<file path="config.mk">
export PLATFORM = sky130hd
export DESIGN_NAME = easy_axi_rd_slv
export DESIGN_NICKNAME = d
export VERILOG_FILES = /design/src/rtl/easy_axi_rd_slv.sv
export SDC_FILE = /design/constraint.sdc
export NUM_CORES = 1
export LEC_CHECK = 0
export CORE_UTILIZATION = 50
export CTS_CLUSTER_DIAMETER = 50
export DETAILED_ROUTE_END_ITERATION = 10
export GPL_TIMING_DRIVEN = 1
export PLACE_DENSITY = 0.81
export SLEW_MARGIN = 25
export SYNTH_ARGS = -nofsm -noshare
export SYNTH_HDL_FRONTEND = slang
export SYNTH_SLANG_ARGS = --single-unit
</file>
<file path="constraint.sdc">
create_clock -name clk -period 6.9 [get_ports clk]
set_input_delay 1.38 -clock clk [delete_from_list [all_inputs] [get_ports clk]]
set_output_delay 1.38 -clock clk [all_outputs]
set_load 0.03 [all_outputs]
</file>
<file path="src/rtl/easy_axi_rd_slv.sv">
// easy_axi_rd_slv: single-outstanding AXI read slave whose read data is the beat byte address.
// Requests outside the decoded window, or with an unsupported size/burst, return SLVERR beats.

`ifndef AXI_ID_W
   `define AXI_ID_W 4
`endif
`ifndef AXI_ADDR_W
   `define AXI_ADDR_W 32
`endif
`ifndef AXI_LEN_W
   `define AXI_LEN_W 8
`endif
`ifndef AXI_SIZE_W
   `define AXI_SIZE_W 3
`endif
`ifndef AXI_BURST_W
   `define AXI_BURST_W 2
`endif
`ifndef AXI_DATA_W
   `define AXI_DATA_W 32
`endif
`ifndef AXI_RESP_W
   `define AXI_RESP_W 2
`endif

module easy_axi_rd_slv #(
   parameter logic [`AXI_ADDR_W-1:0] BASE_ADDR = '0,
   parameter int unsigned            MEM_BYTES = 4096,
   parameter int unsigned            RD_LAT    = 1
) (
   input  logic                    clk,
   input  logic                    rst_n,
   // read-address channel
   input  logic                    axi_slv_arvalid,
   output logic                    axi_slv_arready,
   input  logic [`AXI_ID_W-1:0]    axi_slv_arid,
   input  logic [`AXI_ADDR_W-1:0]  axi_slv_araddr,
   input  logic [`AXI_LEN_W-1:0]   axi_slv_arlen,
   input  logic [`AXI_SIZE_W-1:0]  axi_slv_arsize,
   input  logic [`AXI_BURST_W-1:0] axi_slv_arburst,
   // read-data channel
   output logic                    axi_slv_rvalid,
   input  logic                    axi_slv_rready,
   output logic [`AXI_ID_W-1:0]    axi_slv_rid,
   output logic [`AXI_DATA_W-1:0]  axi_slv_rdata,
   output logic [`AXI_RESP_W-1:0]  axi_slv_rresp,
   output logic                    axi_slv_rlast,
   // status
   output logic                    busy
);

   localparam int unsigned ID_W    = `AXI_ID_W;
   localparam int unsigned ADDR_W  = `AXI_ADDR_W;
   localparam int unsigned LEN_W   = `AXI_LEN_W;
   localparam int unsigned SIZE_W  = `AXI_SIZE_W;
   localparam int unsigned BURST_W = `AXI_BURST_W;
   localparam int unsigned DATA_W  = `AXI_DATA_W;
   localparam int unsigned RESP_W  = `AXI_RESP_W;
   localparam int unsigned CNT_W   = 4;
   localparam int unsigned BUS_BYTES = DATA_W / 8;

   localparam logic [RESP_W-1:0]  RESP_OKAY   = RESP_W'(0);
   localparam logic [RESP_W-1:0]  RESP_SLVERR = RESP_W'(2);
   localparam logic [BURST_W-1:0] BURST_FIXED = BURST_W'(0);
   localparam logic [BURST_W-1:0] BURST_INCR  = BURST_W'(1);
   localparam logic [BURST_W-1:0] BURST_WRAP  = BURST_W'(2);
   localparam logic [BURST_W-1:0] BURST_RSVD  = BURST_W'(3);

   typedef enum logic [1:0] {
      S_IDLE = 2'd0,
      S_WAIT = 2'd1,
      S_DATA = 2'd2
   } state_t;

   state_t              r_state;
   logic                r_arready;
   logic                r_rvalid;
   logic                r_rlast;
   logic                r_busy;
   logic [ID_W-1:0]     r_rid;
   logic [DATA_W-1:0]   r_rdata;
   logic [RESP_W-1:0]   r_rresp;
   logic [ADDR_W-1:0]   r_addr;
   logic [LEN_W-1:0]    r_len;
   logic [LEN_W-1:0]    r_beat;
   logic [SIZE_W-1:0]   r_size;
   logic [BURST_W-1:0]  r_burst;
   logic                r_err;
   logic [CNT_W-1:0]    r_cnt;

   logic                w_ar_hs;
   logic                w_r_hs;
   logic                w_req_err;
   logic [ADDR_W-1:0]   w_next_addr;
   logic [LEN_W-1:0]    w_beat_inc;

   // Bytes per beat for a given AxSIZE
   function automatic logic [ADDR_W-1:0] beat_bytes(input logic [SIZE_W-1:0] size);
      return ADDR_W'(1) << size;
   endfunction

   // Whole-burst error: beat wider than the bus, reserved burst, or illegal WRAP length
   function automatic logic request_err(input logic [LEN_W-1:0]   len,
                                        input logic [SIZE_W-1:0]  size,
                                        input logic [BURST_W-1:0] burst);
      logic bad_size;
      logic bad_wrap;
      bad_size = beat_bytes(size) > ADDR_W'(BUS_BYTES);
      bad_wrap = (burst == BURST_WRAP) &&
                 !((len == LEN_W'(1)) || (len == LEN_W'(3)) ||
                   (len == LEN_W'(7)) || (len == LEN_W'(15)));
      return bad_size || bad_wrap || (burst == BURST_RSVD);
   endfunction

   // Address of the beat following addr
   function automatic logic [ADDR_W-1:0] next_addr(input logic [ADDR_W-1:0]  addr,
                                                   input logic [SIZE_W-1:0]  size,
                                                   input logic [LEN_W-1:0]   len,
                                                   input logic [BURST_W-1:0] burst);
      logic [ADDR_W-1:0] bytes;
      logic [ADDR_W-1:0] boundary;
      bytes    = beat_bytes(size);
      boundary = (ADDR_W'(len) + ADDR_W'(1)) * bytes;
      case (burst)
         BURST_FIXED: next_addr = addr;
         BURST_INCR:  next_addr = (addr & ~(bytes - ADDR_W'(1))) + bytes;
         BURST_WRAP:  next_addr = (addr & ~(boundary - ADDR_W'(1))) |
                                  ((addr + bytes) & (boundary - ADDR_W'(1)));
         default:     next_addr = addr;
      endcase
   endfunction

   // True when addr falls inside the decoded window
   function automatic logic in_window(input logic [ADDR_W-1:0] addr);
      return (addr >= BASE_ADDR) && ((addr - BASE_ADDR) < ADDR_W'(MEM_BYTES));
   endfunction

   // A beat is good only if the burst is legal and its address decodes
   function automatic logic beat_ok(input logic [ADDR_W-1:0] addr, input logic err);
      return !err && in_window(addr);
   endfunction

   function automatic logic [DATA_W-1:0] beat_rdata(input logic [ADDR_W-1:0] addr,
                                                    input logic err);
      return beat_ok(addr, err) ? DATA_W'(addr) : '0;
   endfunction

   function automatic logic [RESP_W-1:0] beat_rresp(input logic [ADDR_W-1:0] addr,
                                                    input logic err);
      return beat_ok(addr, err) ? RESP_OKAY : RESP_SLVERR;
   endfunction

   // Handshakes, request classification and next-beat address
   always_comb begin
      w_ar_hs     = axi_slv_arvalid && r_arready;
      w_r_hs      = r_rvalid && axi_slv_rready;
      w_req_err   = request_err(axi_slv_arlen, axi_slv_arsize, axi_slv_arburst);
      w_next_addr = next_addr(r_addr, r_size, r_len, r_burst);
      w_beat_inc  = r_beat + LEN_W'(1);
   end

   // Burst sequencer: accept one request, wait RD_LAT cycles, stream arlen+1 beats
   always_ff @(posedge clk or negedge rst_n) begin
      if (!rst_n) begin
         r_state   <= S_IDLE;
         r_arready <= 1'b0;
         r_rvalid  <= 1'b0;
         r_rlast   <= 1'b0;
         r_busy    <= 1'b0;
         r_rid     <= '0;
         r_rdata   <= '0;
         r_rresp   <= '0;
         r_addr    <= '0;
         r_len     <= '0;
         r_beat    <= '0;
         r_size    <= '0;
         r_burst   <= '0;
         r_err     <= 1'b0;
         r_cnt     <= '0;
      end else begin
         case (r_state)
            S_IDLE: begin
               r_arready <= 1'b1;
               if (w_ar_hs) begin
                  r_arready <= 1'b0;
                  r_busy    <= 1'b1;
                  r_rid     <= axi_slv_arid;
                  r_addr    <= axi_slv_araddr;
                  r_len     <= axi_slv_arlen;
                  r_size    <= axi_slv_arsize;
                  r_burst   <= axi_slv_arburst;
                  r_err     <= w_req_err;
                  r_beat    <= '0;
                  if (RD_LAT == 0) begin
                     r_state  <= S_DATA;
                     r_rvalid <= 1'b1;
                     r_rdata  <= beat_rdata(axi_slv_araddr, w_req_err);
                     r_rresp  <= beat_rresp(axi_slv_araddr, w_req_err);
                     r_rlast  <= (axi_slv_arlen == '0);
                  end else begin
                     r_state <= S_WAIT;
                     r_cnt   <= CNT_W'(RD_LAT);
                  end
               end
            end
            S_WAIT: begin
               if (r_cnt == CNT_W'(1)) begin
                  r_cnt    <= '0;
                  r_state  <= S_DATA;
                  r_rvalid <= 1'b1;
                  r_rdata  <= beat_rdata(r_addr, r_err);
                  r_rresp  <= beat_rresp(r_addr, r_err);
                  r_rlast  <= (r_len == '0);
               end else begin
                  r_cnt <= r_cnt - CNT_W'(1);
               end
            end
            S_DATA: begin
               if (w_r_hs) begin
                  if (r_rlast) begin
                     r_state   <= S_IDLE;
                     r_rvalid  <= 1'b0;
                     r_rlast   <= 1'b0;
                     r_busy    <= 1'b0;
                     r_arready <= 1'b1;
                  end else begin
                     r_beat  <= w_beat_inc;
                     r_addr  <= w_next_addr;
                     r_rdata <= beat_rdata(w_next_addr, r_err);
                     r_rresp <= beat_rresp(w_next_addr, r_err);
                     r_rlast <= (w_beat_inc == r_len);
                  end
               end
            end
            default: begin
               r_state   <= S_IDLE;
               r_arready <= 1'b0;
               r_rvalid  <= 1'b0;
               r_rlast   <= 1'b0;
               r_busy    <= 1'b0;
            end
         endcase
      end
   end

   assign axi_slv_arready = r_arready;
   assign axi_slv_rvalid  = r_rvalid;
   assign axi_slv_rid     = r_rid;
   assign axi_slv_rdata   = r_rdata;
   assign axi_slv_rresp   = r_rresp;
   assign axi_slv_rlast   = r_rlast;
   assign busy            = r_busy;

endmodule

</file>
==> impl_metrics.yaml, run 1 <==
run_status:
  status: "finished, final reports clean"
job:
  cap_violations: 0
yosys:
  ys_seq_area_frac: 0.2286
  synth.distinct_cells: 85
  synth-xor-area-share: 0.03486
  syn_inst: 1404
  syn_nets: 1588
  synth_warnings: 0
  avgSynthCellArea_sq_um: 7.874
  yosysTopAreaCell: "dfrtp_1"
  yosys-top-cells-count: "nand2_1, inv_1, nor2_1"
  yosysMostFrequentCell: "nand2_1"
  synthArstFlopShare: 1.000
  synthAdderAreaFrac: 0.1802
  synth_top_family_by_area: "simple AND/OR/NAND/NOR gates"
  syn_area_sq_mm: 0.01106
  ys_top_cells_by_area: "dfrtp_1, ha_1, fa_1"
  synth_ff_type: "dfrtp_1"
  yosys.area_share.simple: 0.2440
  synth_compound_area_frac: 0.2022
  synth-edff-count: 0
  synthMuxAreaShare: 0.03769
  ys_ff_latch: 101
  synth_top_area_frac: 0.2286
drt:
  routed_via_density: 6.330
  postRouteAntennaNets: 0
  dr.first_iter.drc_count: 1311
  post_drt_wl_per_cell_um: 19.18
  totalWireLength_mm: 33.77
  route.vias.total: 11140
  drt_first_pass_iters: 6
  route.detailed.drc: 0
timing:
  whs_ps: 488.1
  period_needed_ps: 6729
  tightestPinTransition_ps: 989.1
  fmax_ghz: 0.1486
  setup_viol: 0
  clock-skew-final_ps: 12.26
  finalHoldViolCount: 0
  max_slew_margin: 0.3387
  min_period_over_period: 0.9753
  setup_slack_ps: 170.6
  slew_viol_final: 0
global_routing:
  grt_max_degree: 68
  grt.overflow.total: 0
  track_usage: 0.3041
  grt_pass1_wl_mm: 54.17
  antenna_found_initial: 0
  grt_pass1_vias: 10440
die:
  die_x_um: 150.7
  row_count: 54
  coreArea_sq_mm: 0.02176
  fp.dieH_um: 150.7
  initial_utilization: 0.5082
  ios: 95
  die_area_sq_mm: 0.02271
critical_path:
  critPathKind: "flip-flop to flip-flop"
  start_kind: "flip-flop"
  cp_slowest_cell: "fa_1"
  critPathMostFrequentCell: "inv_1"
  cp-end-kind: "flip-flop"
  slowest_delay_ps: 530
  crit_fanout: 13
  worst-endpoint-arrival_ps: 6980
  cp.required_ps: 7150
place:
  dp_hpwl_mm: 25.61
  io_buffers: 93
  gp_congestion: 1.009
  dp_slack_ps: -38.37
clock_tree:
  cts_buffers: 9
  htree_num_levels: 3
  clockBufferDepth: 2
  clk_pin_slew_ps: 80
  root_buffer: "clkbuf_16"
  clk_latency_ps: 360
  clock_sinks: 101
  cts_tree: "done"
final_layout:
  nets: 1659
  diodes: 0
  syn_to_final_growth_pct: 16.49
  drive_gt1_frac: 0.09730
  final_util: 0.5920
worst_hold_path:
  hold_class: "flip-flop to flip-flop"
-- repair_timing --
action / CTS / global route
cloned: 0 / 0
setup endpoints to repair: 13 / 14
hold buffers: 0 / 0
pin swaps: 0 / 3
resized for setup: 3 / 34
buffers inserted: 0 / 1
-- worst max-delay path: cells and delay by family (launching register included) --
family                   cells  cell delay (ps)
AO/OA/AOI/OAI                7             1550
AND/OR/NAND/NOR              6             1050
flip-flops                   1              460
adder cells (fa/ha/maj)      6             2680
buffers and inverters        9              900
-- placed cells by master, fill, tap and decap left out, types with 6 or more instances in the layout --
master / count
and2_1: 32
nand2b_1: 17
mux2i_1: 18
o21ai_0: 78
nor3_1: 26
or4_1: 11
o311a_1: 6
inv_1: 117
and4_1: 6
clkbuf_16: 9
nor2_1: 103
a21oi_1: 65
a22oi_1: 12
clkdlybuf4s50_1: 92
o22ai_1: 8
fa_1: 47
and3_1: 18
o211ai_1: 16
nand3_1: 40
o21ai_1: 18
a31oi_1: 9
xnor2_1: 26
mux2_2: 19
a21o_1: 16
dfrtp_1: 97
buf_4: 55
nor2b_1: 13
nand2_1: 179
a211oi_1: 8
nand4_1: 28
or3_1: 14
o21a_1: 14
o31ai_1: 11
xor2_1: 16
nor4_1: 21
ha_1: 80
-- registers in the layout, summed over array words and instances (netlist names), 2 cells and up --
| name | flops |
|---|---|
| r_addr | 32 |
| r_state | 2 |
| r_beat | 8 |
| axi_slv_rid | 4 |
| r_cnt | 4 |
| axi_slv_rdata | 32 |
| r_len | 8 |
| r_burst | 2 |
| r_size | 3 |
-- cells by family (layout without fill, tap and decap cells) --
kind of cell             count (synthesis)  count (layout)
AND/OR/NAND/NOR                        543             543
AO/OA/AOI/OAI                          339             339
buffers and inverters                  207             283
adder cells (fa/ha/maj)                131             131
flip-flops                             101             101
XOR/XNOR                                44              44
multiplexers                            38              38
other                                    1               1
-- per-layer routing --
layer  global-route usage  share of wire  vias up  routed length [um]
met5                    0              0        -                   0
met4               0.1250          0.034        0                1154
met3              0.05576           0.10      108                3409
met2               0.4606           0.45      616               15110
met1               0.4252           0.42     5311               14090
li1                     -              -     5106                   -
-- per-stage QoR --
step / std cells / setup TNS (ps) / area [sq um]
after floorplan: 1404 / 0 / 11060
after global placement: 1743 / 0 / 12400
after detailed placement: 1743 / -126.8 / 12400
after CTS: 1759 / 0 / 12730
after global routing: 1760 / -7.797 / 12880
final: 1760 / 0 / 12880
-- area by class of cell --
| type | count | area (sq um) |
|---|---|---|
| fillers | 1893 | 8877 |
| multi-input cells | 1096 | 7900 |
| clock buffers | 9 | 225.2 |
| flip-flops and latches | 101 | 2532 |
| repair buffers | 147 | 1334 |
| well taps | 280 | 350.3 |
| clock inverters | 7 | 86.33 |
| inverters | 120 | 450.4 |
-- path summary, 6_finish.rpt --
kind | slack, ps | endpoint | cells after the start | from
worst min register to register | 490 | axi_slv_rdata[30]$_DFFE_PN0P_ | 1 | axi_slv_rdata[30]$_DFFE_PN0P_
min in group asynchronous | 980 | r_addr[26]$_DFFE_PN0P_ | 1 | rst_n
worst min-delay path | 490 | axi_slv_rdata[30]$_DFFE_PN0P_ | 1 | axi_slv_rdata[30]$_DFFE_PN0P_
worst max register to register | 170 | axi_slv_rresp[1]$_DFFE_PN0P_ | 28 | r_size[2]$_DFFE_PN0P_
max in group asynchronous | 4680 | r_size[2]$_DFFE_PN0P_ | 2 | rst_n
worst max-delay path | 170 | axi_slv_rresp[1]$_DFFE_PN0P_ | 28 | r_size[2]$_DFFE_PN0P_
Power of run 1 is left out: the tool's default activity adds up to more than one toggle a clock period on the data nets, which glitch-free logic cannot reach.
==> inputs of run 2 (changes only) <==
--- a/config.mk
+++ b/config.mk
@@ -10,6 +10,7 @@
 export DETAILED_ROUTE_END_ITERATION = 10
 export GPL_TIMING_DRIVEN = 1
 export PLACE_DENSITY = 0.81
+export SKIP_LAST_GASP = 1
 export SLEW_MARGIN = 25
 export SYNTH_ARGS = -nofsm -noshare
 export SYNTH_HDL_FRONTEND = slang
==> results of run 2 <==
The final DEF is identical to that of run 1; final timing and power are the same.
Power of run 2 is left out for the same reason.
==> inputs of run 3 (changes only) <==
--- a/config.mk
+++ b/config.mk
@@ -9,6 +9,7 @@
 export CTS_CLUSTER_DIAMETER = 50
 export DETAILED_ROUTE_END_ITERATION = 10
 export GPL_TIMING_DRIVEN = 1
+export MAX_ROUTING_LAYER = met4
 export PLACE_DENSITY = 0.81
 export SKIP_LAST_GASP = 1
 export SLEW_MARGIN = 25
==> impl_metrics.yaml, run 3 (synthesis gave the netlist of run 1 again) <==
die:
  row_count: 54
  coreArea_sq_mm: 0.02176
  die_area_sq_mm: 0.02271
  ios: 95
  initial_utilization: 0.5082
  fp.dieH_um: 150.7
  die_x_um: 150.7
critical_path:
  cp.required_ps: 7150
  worst-endpoint-arrival_ps: 6870
  crit_buf_inv: 9
  critPathKind: "flip-flop to flip-flop"
  slowest_delay_ps: 540
  cp_slowest_cell: "fa_1"
  start_kind: "flip-flop"
  crit_fanout: 13
  path_delay_family: "adder cells"
  cp-end-kind: "flip-flop"
  critPathMostFrequentCell: "inv_1"
timing:
  period_needed_ps: 6623
  max_slew_margin: 0.2717
  setup_viol: 0
  finalHoldViolCount: 0
  clock-skew-final_ps: 19.18
  tightestPinTransition_ps: 1087
  slew_viol_final: 0
  min_period_over_period: 0.9599
  fmax_ghz: 0.1510
drt:
  routed_via_density: 6.271
  post_drt_wl_per_cell_um: 19.57
  route.detailed.drc: 0
  dr.first_iter.drc_count: 1372
  drt_first_pass_iters: 6
  totalWireLength_mm: 34.50
  route.vias.total: 11060
  postRouteAntennaNets: 0
final_layout:
  syn_to_final_growth_pct: 16.76
  fillCellCount: 1973
  mostFrequentLayoutCells: "nand2_1, inv_1, nor2_1, dfrtp_1, clkdlybuf4s50_1"
  regArea_sq_mm: 0.002532
  diodes: 0
  final_common_cell: "nand2_1"
  final_util: 0.5933
  multi_input_comb_area_sq_mm: 0.007905
  nets: 1662
  drive_gt1_frac: 0.09980
clock_tree:
  cts_tree: "done"
  clock_sinks: 101
  htree_num_levels: 3
  clk_latency_ps: 370
  cts_buffers: 9
  clk_pin_slew_ps: 80
  postCtsHoldBufs: 0
  root_buffer: "clkbuf_16"
  clockBufferDepth: 2
global_routing:
  grt.overflow.total: 0
  track_usage: 0.3172
  antenna_found_initial: 0
  grt_pass1_vias: 10180
  grt_pass1_wl_mm: 54.33
  grt_max_degree: 68
job:
  cap_violations: 0
run_status:
  status: "finished, final reports clean"
place:
  dp_hpwl_mm: 26.15
  gp_congestion: 0.9613
  io_buffers: 93
worst_hold_path:
  hold_class: "flip-flop to flip-flop"
## run 3: cell count changes in the layout (fill, tap and decap cells not counted), moves of 2 or more
cell and change:
buf_4 +3, clkinv_8 +3, inv_6 -2, o21ai_0 +2
o21ai_1 -2
## run 3: routing by layer
metal | up-vias | share of wire | GRT usage
met5 | - | 0 | -
met4 | 0 | 0.026 | 0.09850
met3 | 81 | 0.097 | 0.05000
met2 | 588 | 0.44 | 0.4588
met1 | 5270 | 0.43 | 0.4525
li1 | 5116 | - | -
## run 3: metrics by stage
| stage | TNS (ps) | hold slack (ps) | instance area, sq um | cells | setup WS, ps |
|---|---|---|---|---|---|
| after floorplan | 0 | 464.8 | 11060 | 1404 | 154.0 |
| after global placement | -13.82 | 469.2 | 12390 | 1741 | -13.82 |
| after detailed placement | -416.0 | 470.3 | 12390 | 1741 | -96.29 |
| after CTS | 0 | 491.4 | 12720 | 1757 | 35.14 |
| after global routing | -23.49 | 506.3 | 12910 | 1763 | -17.03 |
| final | 0 | 486.8 | 12910 | 1763 | 276.5 |
## run 3: path summary, 6_finish.rpt
check,slack [ps],depth (start not counted),start,end
setup reg to reg,280,26,r_len[0]$_DFFE_PN0P_,axi_slv_rresp[1]$_DFFE_PN0P_
min in group asynchronous,1080,1,rst_n,r_addr[18]$_DFFE_PN0P_
hold / removal,490,1,axi_slv_rdata[25]$_DFFE_PN0P_,axi_slv_rdata[25]$_DFFE_PN0P_
max in group asynchronous,4780,2,rst_n,axi_slv_rdata[31]$_DFFE_PN0P_
hold reg to reg,490,1,axi_slv_rdata[25]$_DFFE_PN0P_,axi_slv_rdata[25]$_DFFE_PN0P_
setup / recovery,280,26,r_len[0]$_DFFE_PN0P_,axi_slv_rresp[1]$_DFFE_PN0P_
## run 3: worst reg2reg max path: cells and delay by family, from the launching register on
| kind | cells | cell delay (ps) |
|---|---|---|
| flops | 1 | 410 |
| compound gates | 5 | 1210 |
| fa+ha+maj | 7 | 3300 |
| buf+inv | 9 | 890 |
| simple gates | 5 | 730 |
## run 3: cell type report
type,instances,area share
clock buffer,9,0.01745
clock inverter,7,0.006882
inverter,120,0.03489
multi-input combinational,1096,0.6124
sequential,101,0.1962
tap,280,0.02714
timing repair buffer,150,0.1051
## run 3: timing repair
item / CTS / global route
gates cloned: 0 / 0
buffers inserted: 0 / 6
gates resized for setup: 3 / 34
pin swaps: 0 / 5
endpoints found under the setup margin: 13 / 13
Power of run 3 is left out for the same reason.
